**src/rtl/cla32_pipe_stage_if.sv**
```systemverilog
// Operand/result bus for cla32_pipe_stage: upstream operand beat and
// downstream result beat, each with its own valid/ready pair.
interface cla32_pipe_stage_if;
   // Valid/ready: a beat moves on a rising edge where valid && ready are both 1.
   // The sender holds valid and payload stable until that edge. Ready may
   // depend on the receiver's state but never on the sender's valid.
   logic        in_valid;
   logic        in_ready;
   logic [31:0] a;
   logic [31:0] b;
   logic        c_in;
   logic        out_valid;
   logic        out_ready;
   logic [31:0] s;
   logic        c_out;
   logic        ovf;
   logic        zero;

   modport master (
      output in_valid, a, b, c_in, out_ready,
      input  in_ready, out_valid, s, c_out, ovf, zero
   );

   modport slave (
      input  in_valid, a, b, c_in, out_ready,
      output in_ready, out_valid, s, c_out, ovf, zero
   );
endinterface

```
**src/rtl/cla32_pipe_stage.sv**
```systemverilog
// Two-stage pipelined 32-bit carry-lookahead adder with valid/ready flow control.
// Stage 1 adds the low 16 bits, stage 2 the high 16 bits plus the flags.
module cla32_pipe_stage #(
   parameter int SPLIT = 16
) (
   input logic               clk,
   input logic               rst,
   cla32_pipe_stage_if.slave bus
);

   // 16-bit adder: 4-bit groups with full lookahead inside each group and a
   // group-level generate/propagate chain between groups. Returns {carry, sum}.
   function automatic logic [16:0] cla16(input logic [15:0] x, input logic [15:0] y,
                                         input logic ci);
      logic [15:0] g;
      logic [15:0] p;
      logic [3:0]  gg;
      logic [3:0]  gp;
      logic [4:0]  gc;
      logic [15:0] c;
      g     = x & y;
      p     = x ^ y;
      gc[0] = ci;
      for (int k = 0; k < 4; k++) begin
         gg[k] = g[4*k+3]
               | (p[4*k+3] & g[4*k+2])
               | (p[4*k+3] & p[4*k+2] & g[4*k+1])
               | (p[4*k+3] & p[4*k+2] & p[4*k+1] & g[4*k]);
         gp[k] = &p[4*k +: 4];
         gc[k+1] = gg[k] | (gp[k] & gc[k]);
      end
      for (int k = 0; k < 4; k++) begin
         c[4*k]   = gc[k];
         c[4*k+1] = g[4*k] | (p[4*k] & gc[k]);
         c[4*k+2] = g[4*k+1] | (p[4*k+1] & g[4*k]) | (p[4*k+1] & p[4*k] & gc[k]);
         c[4*k+3] = g[4*k+2] | (p[4*k+2] & g[4*k+1]) | (p[4*k+2] & p[4*k+1] & g[4*k])
                  | (p[4*k+2] & p[4*k+1] & p[4*k] & gc[k]);
      end
      return {gc[4], p ^ c};
   endfunction

   logic                v1;
   logic                v2;
   logic [SPLIT-1:0]    s_lo_q;
   logic                c16_q;
   logic [31-SPLIT:0]   a_hi_q;
   logic [31-SPLIT:0]   b_hi_q;
   logic [31:0]         s_q;
   logic                c_out_q;
   logic                ovf_q;
   logic                zero_q;

   logic                adv1;
   logic                adv2;
   logic [16:0]         lo_sum;
   logic [16:0]         hi_sum;
   logic [31:0]         s_full;

   assign adv2 = !v2 || bus.out_ready;
   assign adv1 = !v1 || adv2;

   assign lo_sum = cla16(bus.a[SPLIT-1:0], bus.b[SPLIT-1:0], bus.c_in);
   assign hi_sum = cla16(a_hi_q, b_hi_q, c16_q);
   assign s_full = {hi_sum[15:0], s_lo_q};

   always_ff @(posedge clk) begin
      if (rst) begin
         v1      <= 1'b0;
         v2      <= 1'b0;
         s_lo_q  <= '0;
         c16_q   <= 1'b0;
         a_hi_q  <= '0;
         b_hi_q  <= '0;
         s_q     <= '0;
         c_out_q <= 1'b0;
         ovf_q   <= 1'b0;
         zero_q  <= 1'b0;
      end else begin
         if (adv2) begin
            v2 <= v1;
            if (v1) begin
               s_q     <= s_full;
               c_out_q <= hi_sum[16];
               // Operand sign bits are the top bits of the stored high halves.
               ovf_q   <= (a_hi_q[15] == b_hi_q[15]) && (s_full[31] != a_hi_q[15]);
               zero_q  <= (s_full == 32'd0);
            end
         end
         if (adv1) begin
            v1 <= bus.in_valid;
            if (bus.in_valid) begin
               s_lo_q <= lo_sum[15:0];
               c16_q  <= lo_sum[16];
               a_hi_q <= bus.a[31:SPLIT];
               b_hi_q <= bus.b[31:SPLIT];
            end
         end
      end
   end

   assign bus.in_ready  = adv1;
   assign bus.out_valid = v2;
   assign bus.s         = s_q;
   assign bus.c_out     = c_out_q;
   assign bus.ovf       = ovf_q;
   assign bus.zero      = zero_q;

endmodule

```
**src/flat_wrapper.sv**
```systemverilog
// flat-port wrapper written by rule: the top's interface ports become plain ports
module cla32_pipe_stage_flat 
#(
   parameter int SPLIT = 16
)
  (clk, rst, bus_in_valid, bus_a, bus_b, bus_c_in, bus_out_ready, bus_in_ready, bus_out_valid, bus_s, bus_c_out, bus_ovf, bus_zero);
  cla32_pipe_stage_if bus_i ();
  input logic clk;
  input logic rst;
  input wire logic [$bits(bus_i.in_valid)-1:0] bus_in_valid;
  input wire logic [$bits(bus_i.a)-1:0] bus_a;
  input wire logic [$bits(bus_i.b)-1:0] bus_b;
  input wire logic [$bits(bus_i.c_in)-1:0] bus_c_in;
  input wire logic [$bits(bus_i.out_ready)-1:0] bus_out_ready;
  output wire logic [$bits(bus_i.in_ready)-1:0] bus_in_ready;
  output wire logic [$bits(bus_i.out_valid)-1:0] bus_out_valid;
  output wire logic [$bits(bus_i.s)-1:0] bus_s;
  output wire logic [$bits(bus_i.c_out)-1:0] bus_c_out;
  output wire logic [$bits(bus_i.ovf)-1:0] bus_ovf;
  output wire logic [$bits(bus_i.zero)-1:0] bus_zero;
  assign bus_i.in_valid = bus_in_valid;
  assign bus_i.a = bus_a;
  assign bus_i.b = bus_b;
  assign bus_i.c_in = bus_c_in;
  assign bus_i.out_ready = bus_out_ready;
  assign bus_in_ready = bus_i.in_ready;
  assign bus_out_valid = bus_i.out_valid;
  assign bus_s = bus_i.s;
  assign bus_c_out = bus_i.c_out;
  assign bus_ovf = bus_i.ovf;
  assign bus_zero = bus_i.zero;
  cla32_pipe_stage #(.SPLIT(SPLIT)) u_core (.clk(clk), .rst(rst), .bus(bus_i));
endmodule
```
**config.mk**
```make
export PLATFORM = sky130hd
export DESIGN_NAME = cla32_pipe_stage_flat
export DESIGN_NICKNAME = d
export VERILOG_FILES = /design/src/rtl/cla32_pipe_stage_if.sv /design/src/rtl/cla32_pipe_stage.sv /design/src/flat_wrapper.sv
export SDC_FILE = /design/constraint.sdc
export NUM_CORES = 1
export LEC_CHECK = 0
export CAP_MARGIN = 20
export CORE_MARGIN = 10
export CORE_UTILIZATION = 51
export CTS_CLUSTER_DIAMETER = 200
export DETAILED_ROUTE_END_ITERATION = 8
export GPL_ROUTABILITY_DRIVEN = 0
export PLACE_DENSITY_LB_ADDON = 0.25
export SLEW_MARGIN = 10
export SYNTH_ARGS = -nofsm -noshare
export SYNTH_HDL_FRONTEND = slang
export SYNTH_SLANG_ARGS = --single-unit
```
**constraint.sdc**
```tcl
create_clock -name clk -period 7.76 [get_ports clk]
set_input_delay 1.164 -clock clk [delete_from_list [all_inputs] [get_ports clk]]
set_output_delay 1.164 -clock clk [all_outputs]
set_load 0.02 [all_outputs]
```
Word-level counts from Yosys, hierarchy flattened
Index checks and enable logic that the tools add are counted.
{"block": "classes", "reduce_logical": 16, "n_eq_ne": 2, "bitwise_logic": 206}
{"op": "bitwise AND 1 bit", "n": 120}
{"op": "bitwise OR 1 bit", "n": 80}
{"op": "XOR 16 bit", "n": 4}
{"op": "bitwise AND 16 bit", "n": 2}
{"op": "logical NOT 32 bit", "n": 1}
{"op": "AND reduction 4 bit", "n": 8}
{"op": "AND reduction 2 bit", "n": 2}
{"op": "logical NOT 1 bit", "n": 2}
{"op": "logical OR 1 bit", "n": 2}
{"op": "== test 1 bit", "n": 1}
{"op": "logical AND 1 bit", "n": 1}
{"op": "inequality test 1 bit", "n": 1}
{"block": "totals", "ff_bits": 86, "wordCells": 234, "out_inout_bits": 37}

Logic depth before layout (Yosys ltp)
{"block": "logic_depth", "word_depth": 15, "mapped_depth": 13, "depth_no_buf": 13}

Worst setup path before layout
Ideal clock, no wire load.
{"block": "synth_timing", "path_type": "input -> register", "start": "in bus_b[5]", "end": "reg u_core.s_lo_q[9]", "path_buffers": 0, "arrival_time_ns": 3.381, "required_time_ns": 7.674, "setup_ns": 0.086, "slack_ns": 4.293, "path_stages": 9, "cell_sequence": "ha_1 -> a2111oi_0 -> o21ai_0 -> and3_1 -> o21a_1 -> or2_2 -> fa_1 -> xnor2_1 -> a211oi_1"}
{"block": "synth_via", "elab_chain_len": 8, "word_cells_on_any_way": 13, "classes_between": "bitwise (12); reduce/logical (1)"}
{"item": "start: declaration", "line": "flat_wrapper.sv:12", "source": "input wire logic [$bits(bus_i.b)-1:0] bus_b;"}
{"item": "bitwise AND 16 bit / XOR 16 bit (equally long branches)", "line": "cla32_pipe_stage.sv:21, cla32_pipe_stage.sv:22"}
{"item": "bitwise AND 1 bit (on tied branches)", "line": "cla32_pipe_stage.sv:27, cla32_pipe_stage.sv:28"}
{"item": "bitwise OR 1 bit / bitwise AND 1 bit (equally long branches)", "line": "cla32_pipe_stage.sv:27, cla32_pipe_stage.sv:28"}
{"item": "bitwise OR 1 bit", "line": "cla32_pipe_stage.sv:28", "source": "| (p[4*k+3] & p[4*k+2] & p[4*k+1] & g[4*k]);"}
{"item": "bitwise OR 1 bit *", "line": "cla32_pipe_stage.sv:30", "source": "gc[k+1] = gg[k] | (gp[k] & gc[k]);"}
{"item": "bitwise AND 1 bit *", "line": "cla32_pipe_stage.sv:34", "source": "c[4*k+1] = g[4*k] | (p[4*k] & gc[k]);"}
{"item": "bitwise OR 1 bit *", "line": "cla32_pipe_stage.sv:34"}
{"item": "XOR 16 bit *", "line": "cla32_pipe_stage.sv:39", "source": "return {gc[4], p ^ c};"}
{"item": "end signal: assignment", "line": "cla32_pipe_stage.sv:92", "source": "s_lo_q <= lo_sum[15:0];"}
{"item": "end: declaration", "line": "cla32_pipe_stage.sv:44", "source": "logic [SPLIT-1:0] s_lo_q;"}
Every way passes the cells marked *; elsewhere a longest branch is shown, timed or not.
A chain may end at the register's enable or synchronous reset.

Worst setup path after layout
{"block": "layout_timing", "start": "in bus_out_ready", "end": "out bus_in_ready"}
{"block": "layout_via", "elab_chain_len": 2}
{"item": "start: declaration", "line": "flat_wrapper.sv:14", "source": "input wire logic [$bits(bus_i.out_ready)-1:0] bus_out_ready;"}
{"item": "logical OR 1 bit", "line": "cla32_pipe_stage.sv:59", "source": "assign adv2 = !v2 || bus.out_ready;"}
{"item": "logical OR 1 bit", "line": "cla32_pipe_stage.sv:60", "source": "assign adv1 = !v1 || adv2;"}
{"item": "end: declaration", "line": "flat_wrapper.sv:15", "source": "output wire logic [$bits(bus_i.in_ready)-1:0] bus_in_ready;"}
No other way between the ends.

==> results by group <==
Placement
  • Placed Area: approximately 0.0056 mm²
  • Worst setup slack before clock tree synthesis: between 3 and 4 ns
  • HPWL reported at the end of detailed placement: just over 9 mm
  • IO Port Bufs: 105

Detailed routing
  • Antenna Violating Nets Remaining: 0
  • Detailed Route Iter0 Violations: 312
  • Vias post-DR: 4,188
  • Number of iterations in the first detailed-routing pass: 5
  • Number of design rule violations left after detail routing: 0
  • Routed len/inst: between 15 and 20 µm
  • Total routed wirelength: 11.9 mm
  • Via density per instance: 5.54

Synthesis
  • Post-synthesis register bit count: 86
  • Share of synthesized area occupied by flip-flops and latches: 0.384
  • Post-synthesis cell count: roughly 550
  • Most instantiated flip-flop cell in the synthesis netlist: sky130_fd_sc_hd__dfxtp_1
  • Synthesized net count: 658
  • Yosys cell types: 59
  • Yosys warning count: 0
  • Number of synthesized flops with an enable pin: 0
  • Share of synthesized flip-flops with an asynchronous set or reset: 0
  • Cell area after synthesis: 0.00448 mm²
  • Mean area per synthesized cell: 8.17 µm²

Clocking
  • Clk_lat worst skew: 0.35 ns
  • Clock transition at the register clock pins on the worst setup and hold paths after CTS: 0.09 ns
  • H-Tree Level Count: 3
  • CTS tree: built
  • Cts-stage hold buffer count: 0
  • Clk sinks: 86
  • Number of clock buffers inserted by TritonCTS: 9
  • Clock buffer depth: 2
  • Buffer type at the clock tree root: sky130_fd_sc_hd__clkbuf_8
  • Number of buffers inserted by post-CTS setup repair: 0
  • Count of cells resized by post-cts repair: 0

Flow run
  • Max cap viols: 0

STA
  • Fin Setup TNS: 0 ns
  • Setup ws final: 4.00 ns
  • Number of hold violations in the final report: 0
  • Highest Clock Rate: 266 MHz
  • Transition time of the tightest slew-check pin: 0.851 ns
  • Clock tree skew after final layout: 0.0123 ns
  • Relative slew slack: 0.433
  • Final period utilization: 0.484
  • Hold Slack: 0.457 ns
  • Unrepaired setup endpoints after global routing: no
  • Number of pins exceeding their max-slew limit in the final report: 0
  • Final number of setup-violating endpoints: 0
  • Post-layout minimum cycle time: 3.76 ns

Worst setup path
  • Required time at the endpoint of the critical path: around 6.6 ns
  • Delay-heaviest family, CP: buffers and inverters
  • Cell-by-cell listing of the critical path: clkdlybuf4s50_1 -> nor2b_1 -> nand2_1 -> clkdlybuf4s50_1
  • Standard cell with the maximum stage delay on the critical path: sky130_fd_sc_hd__clkdlybuf4s50_1
  • Top cell by count, worst path: sky130_fd_sc_hd__clkdlybuf4s50_1
  • Largest stage delay, worst path: around 0.56 ns
  • Critical path buffer and inverter count: 2
  • Data arrival, critical path: 2.59 ns
  • Worst setup EP type: primary output
  • CP Launch Type: input pin
  • Startpoint-to-endpoint class of the critical path: in -> out
  • Peak fanout along the critical path: 3

Finish
  • Fin nets: 752
  • Number of fill cells in the layout: 733
  • Fraction of final layout cells with drive strength greater than 1: 0.0540
  • Inserted Diodes: 0
  • Leading cell type in the layout, fill and taps excluded: sky130_fd_sc_hd__nand2_1
  • Layout Cell Area excl Fill: just under 0.006 mm²
  • Area Overhead vs Synth: 29.7%
  • Most frequent cells in the layout: 137 x sky130_fd_sc_hd__nand2_1, 104 x sky130_fd_sc_hd__clkdlybuf4s50_1, 86 x sky130_fd_sc_hd__dfxtp_1

Die
  • Total die area: 0.0129 mm²
  • I/O pins: 106
  • Row count: 34
  • Area of the core: between 0.008 and 0.009 mm²
  • Die boundary height: 114 µm
  • Starting utilization of the core area: 0.519
  • Die X-Extent: around 110 µm

GRT
  • Initial antenna violation count: 0
  • Global Route Usage Sum: 0.184
  • Leftover overflow at the end of global routing: 0
  • Pin count of the biggest net entering global routing: 88
  • Wire length of the first global-routing pass: 19.9 mm
  • Via count of the first global-routing pass: around 4,100

Status
  • Outcome: completed

Min path
  • Hold crit path type: reg -> reg

Power and ir drop
  • Leak Pwr: 2.32 nW
  • Tot Pwr: 1.04 mW
  • Worst IR Drop VDD: ~0.00011 V
  • Power density relative to cell area: about 180 mW/mm²
-- Yosys cell counts (8+ instances only) --
| library cell | count | share of area |
|---|---|---|
| sky130_fd_sc_hd__clkbuf_1 | 22 | 0.018 |
| sky130_fd_sc_hd__a211oi_1 | 11 | 0.018 |
| sky130_fd_sc_hd__a21oi_1 | 76 | 0.085 |
| sky130_fd_sc_hd__o21ai_0 | 14 | 0.016 |
| sky130_fd_sc_hd__ha_1 | 32 | 0.089 |
| sky130_fd_sc_hd__fa_1 | 8 | 0.036 |
| sky130_fd_sc_hd__xnor2_1 | 10 | 0.020 |
| sky130_fd_sc_hd__nand2_1 | 137 | 0.11 |
| sky130_fd_sc_hd__a21o_1 | 10 | 0.017 |
| sky130_fd_sc_hd__nor2_1 | 27 | 0.023 |
| sky130_fd_sc_hd__dfxtp_1 | 86 | 0.38 |
| sky130_fd_sc_hd__inv_1 | 12 | 0.010 |
-- kinds of logic after synthesis --
family          share of synthesized area
flops                               0.384
fa+ha+maj                           0.125
compound gates                      0.206
simple gates                        0.208
mux                                0.0100
xor+xnor                           0.0332
buf+inv                            0.0335
-- sequential cells by signal, indices dropped and copies added (netlist names) --
name,count
u_core.bus.s,32
u_core.a_hi_q,16
u_core.b_hi_q,16
u_core.s_lo_q,16
u_core.bus.c_out,1
u_core.bus.out_valid,1
u_core.bus.ovf,1
u_core.bus.zero,1
u_core.c16_q,1
u_core.v1,1
-- stage by stage --
step,utilization,std cells
2_1_floorplan,-,549
3_3_place_gp,0.650,740
3_5_place_dp,0.650,740
4_1_cts,0.673,756
5_1_grt,0.673,756
6_report,0.673,756
-- path summary, 6_finish.rpt --
check	startpoint	end	slack, ns	cells past startpoint
max reg2reg	u_core.a_hi_q[1]	u_core.bus.zero	4.01	13
min	u_core.bus.s[14]	u_core.bus.s[14]	0.46	2
min reg2reg	u_core.bus.s[14]	u_core.bus.s[14]	0.46	2
max	bus_out_ready	bus_in_ready	4.00	4
-- area by class of cell --
type / count / area (µm²) / area share
Sequential cell: 86 / 1720 / 0.296
Inverter: 13 / 48.8 / 0.00839
Multi-Input combinational cell: 423 / 2620 / 0.451
Clock inverter: 7 / 80.1 / 0.0138
Timing Repair Buffer: 110 / 1080 / 0.186
Clock buffer: 9 / 124 / 0.0213
Tap cell: 108 / 135 / 0.0232
-- tightest hold or removal path: cells and delay by family, from the launching register on --
kind             cells  cell delay, ns
AO/OA/AOI/OAI        1            0.05
AND/OR/NAND/NOR      1            0.05
flip-flops           1            0.32
-- power breakdown --
| part | switching, mW | total (mW) | internal (mW) |
|---|---|---|---|
| clock network | 0.169 | 0.321 | 0.152 |
| registers | 0.0211 | 0.489 | 0.468 |
| logic | 0.117 | 0.228 | 0.110 |
| total | 0.308 | 1.04 | 0.730 |
-- metal layers --
layer | global-route usage | wire (µm) | up-vias
met1 | 0.239 | 5310 | 1937
met4 | 0.0491 | 164 | 0
met3 | 0.0604 | 977 | 14
met2 | 0.284 | 5450 | 132
li1 | - | - | 2105
met5 | 0 | 0 | -
(Power assumes the default switching activity.)
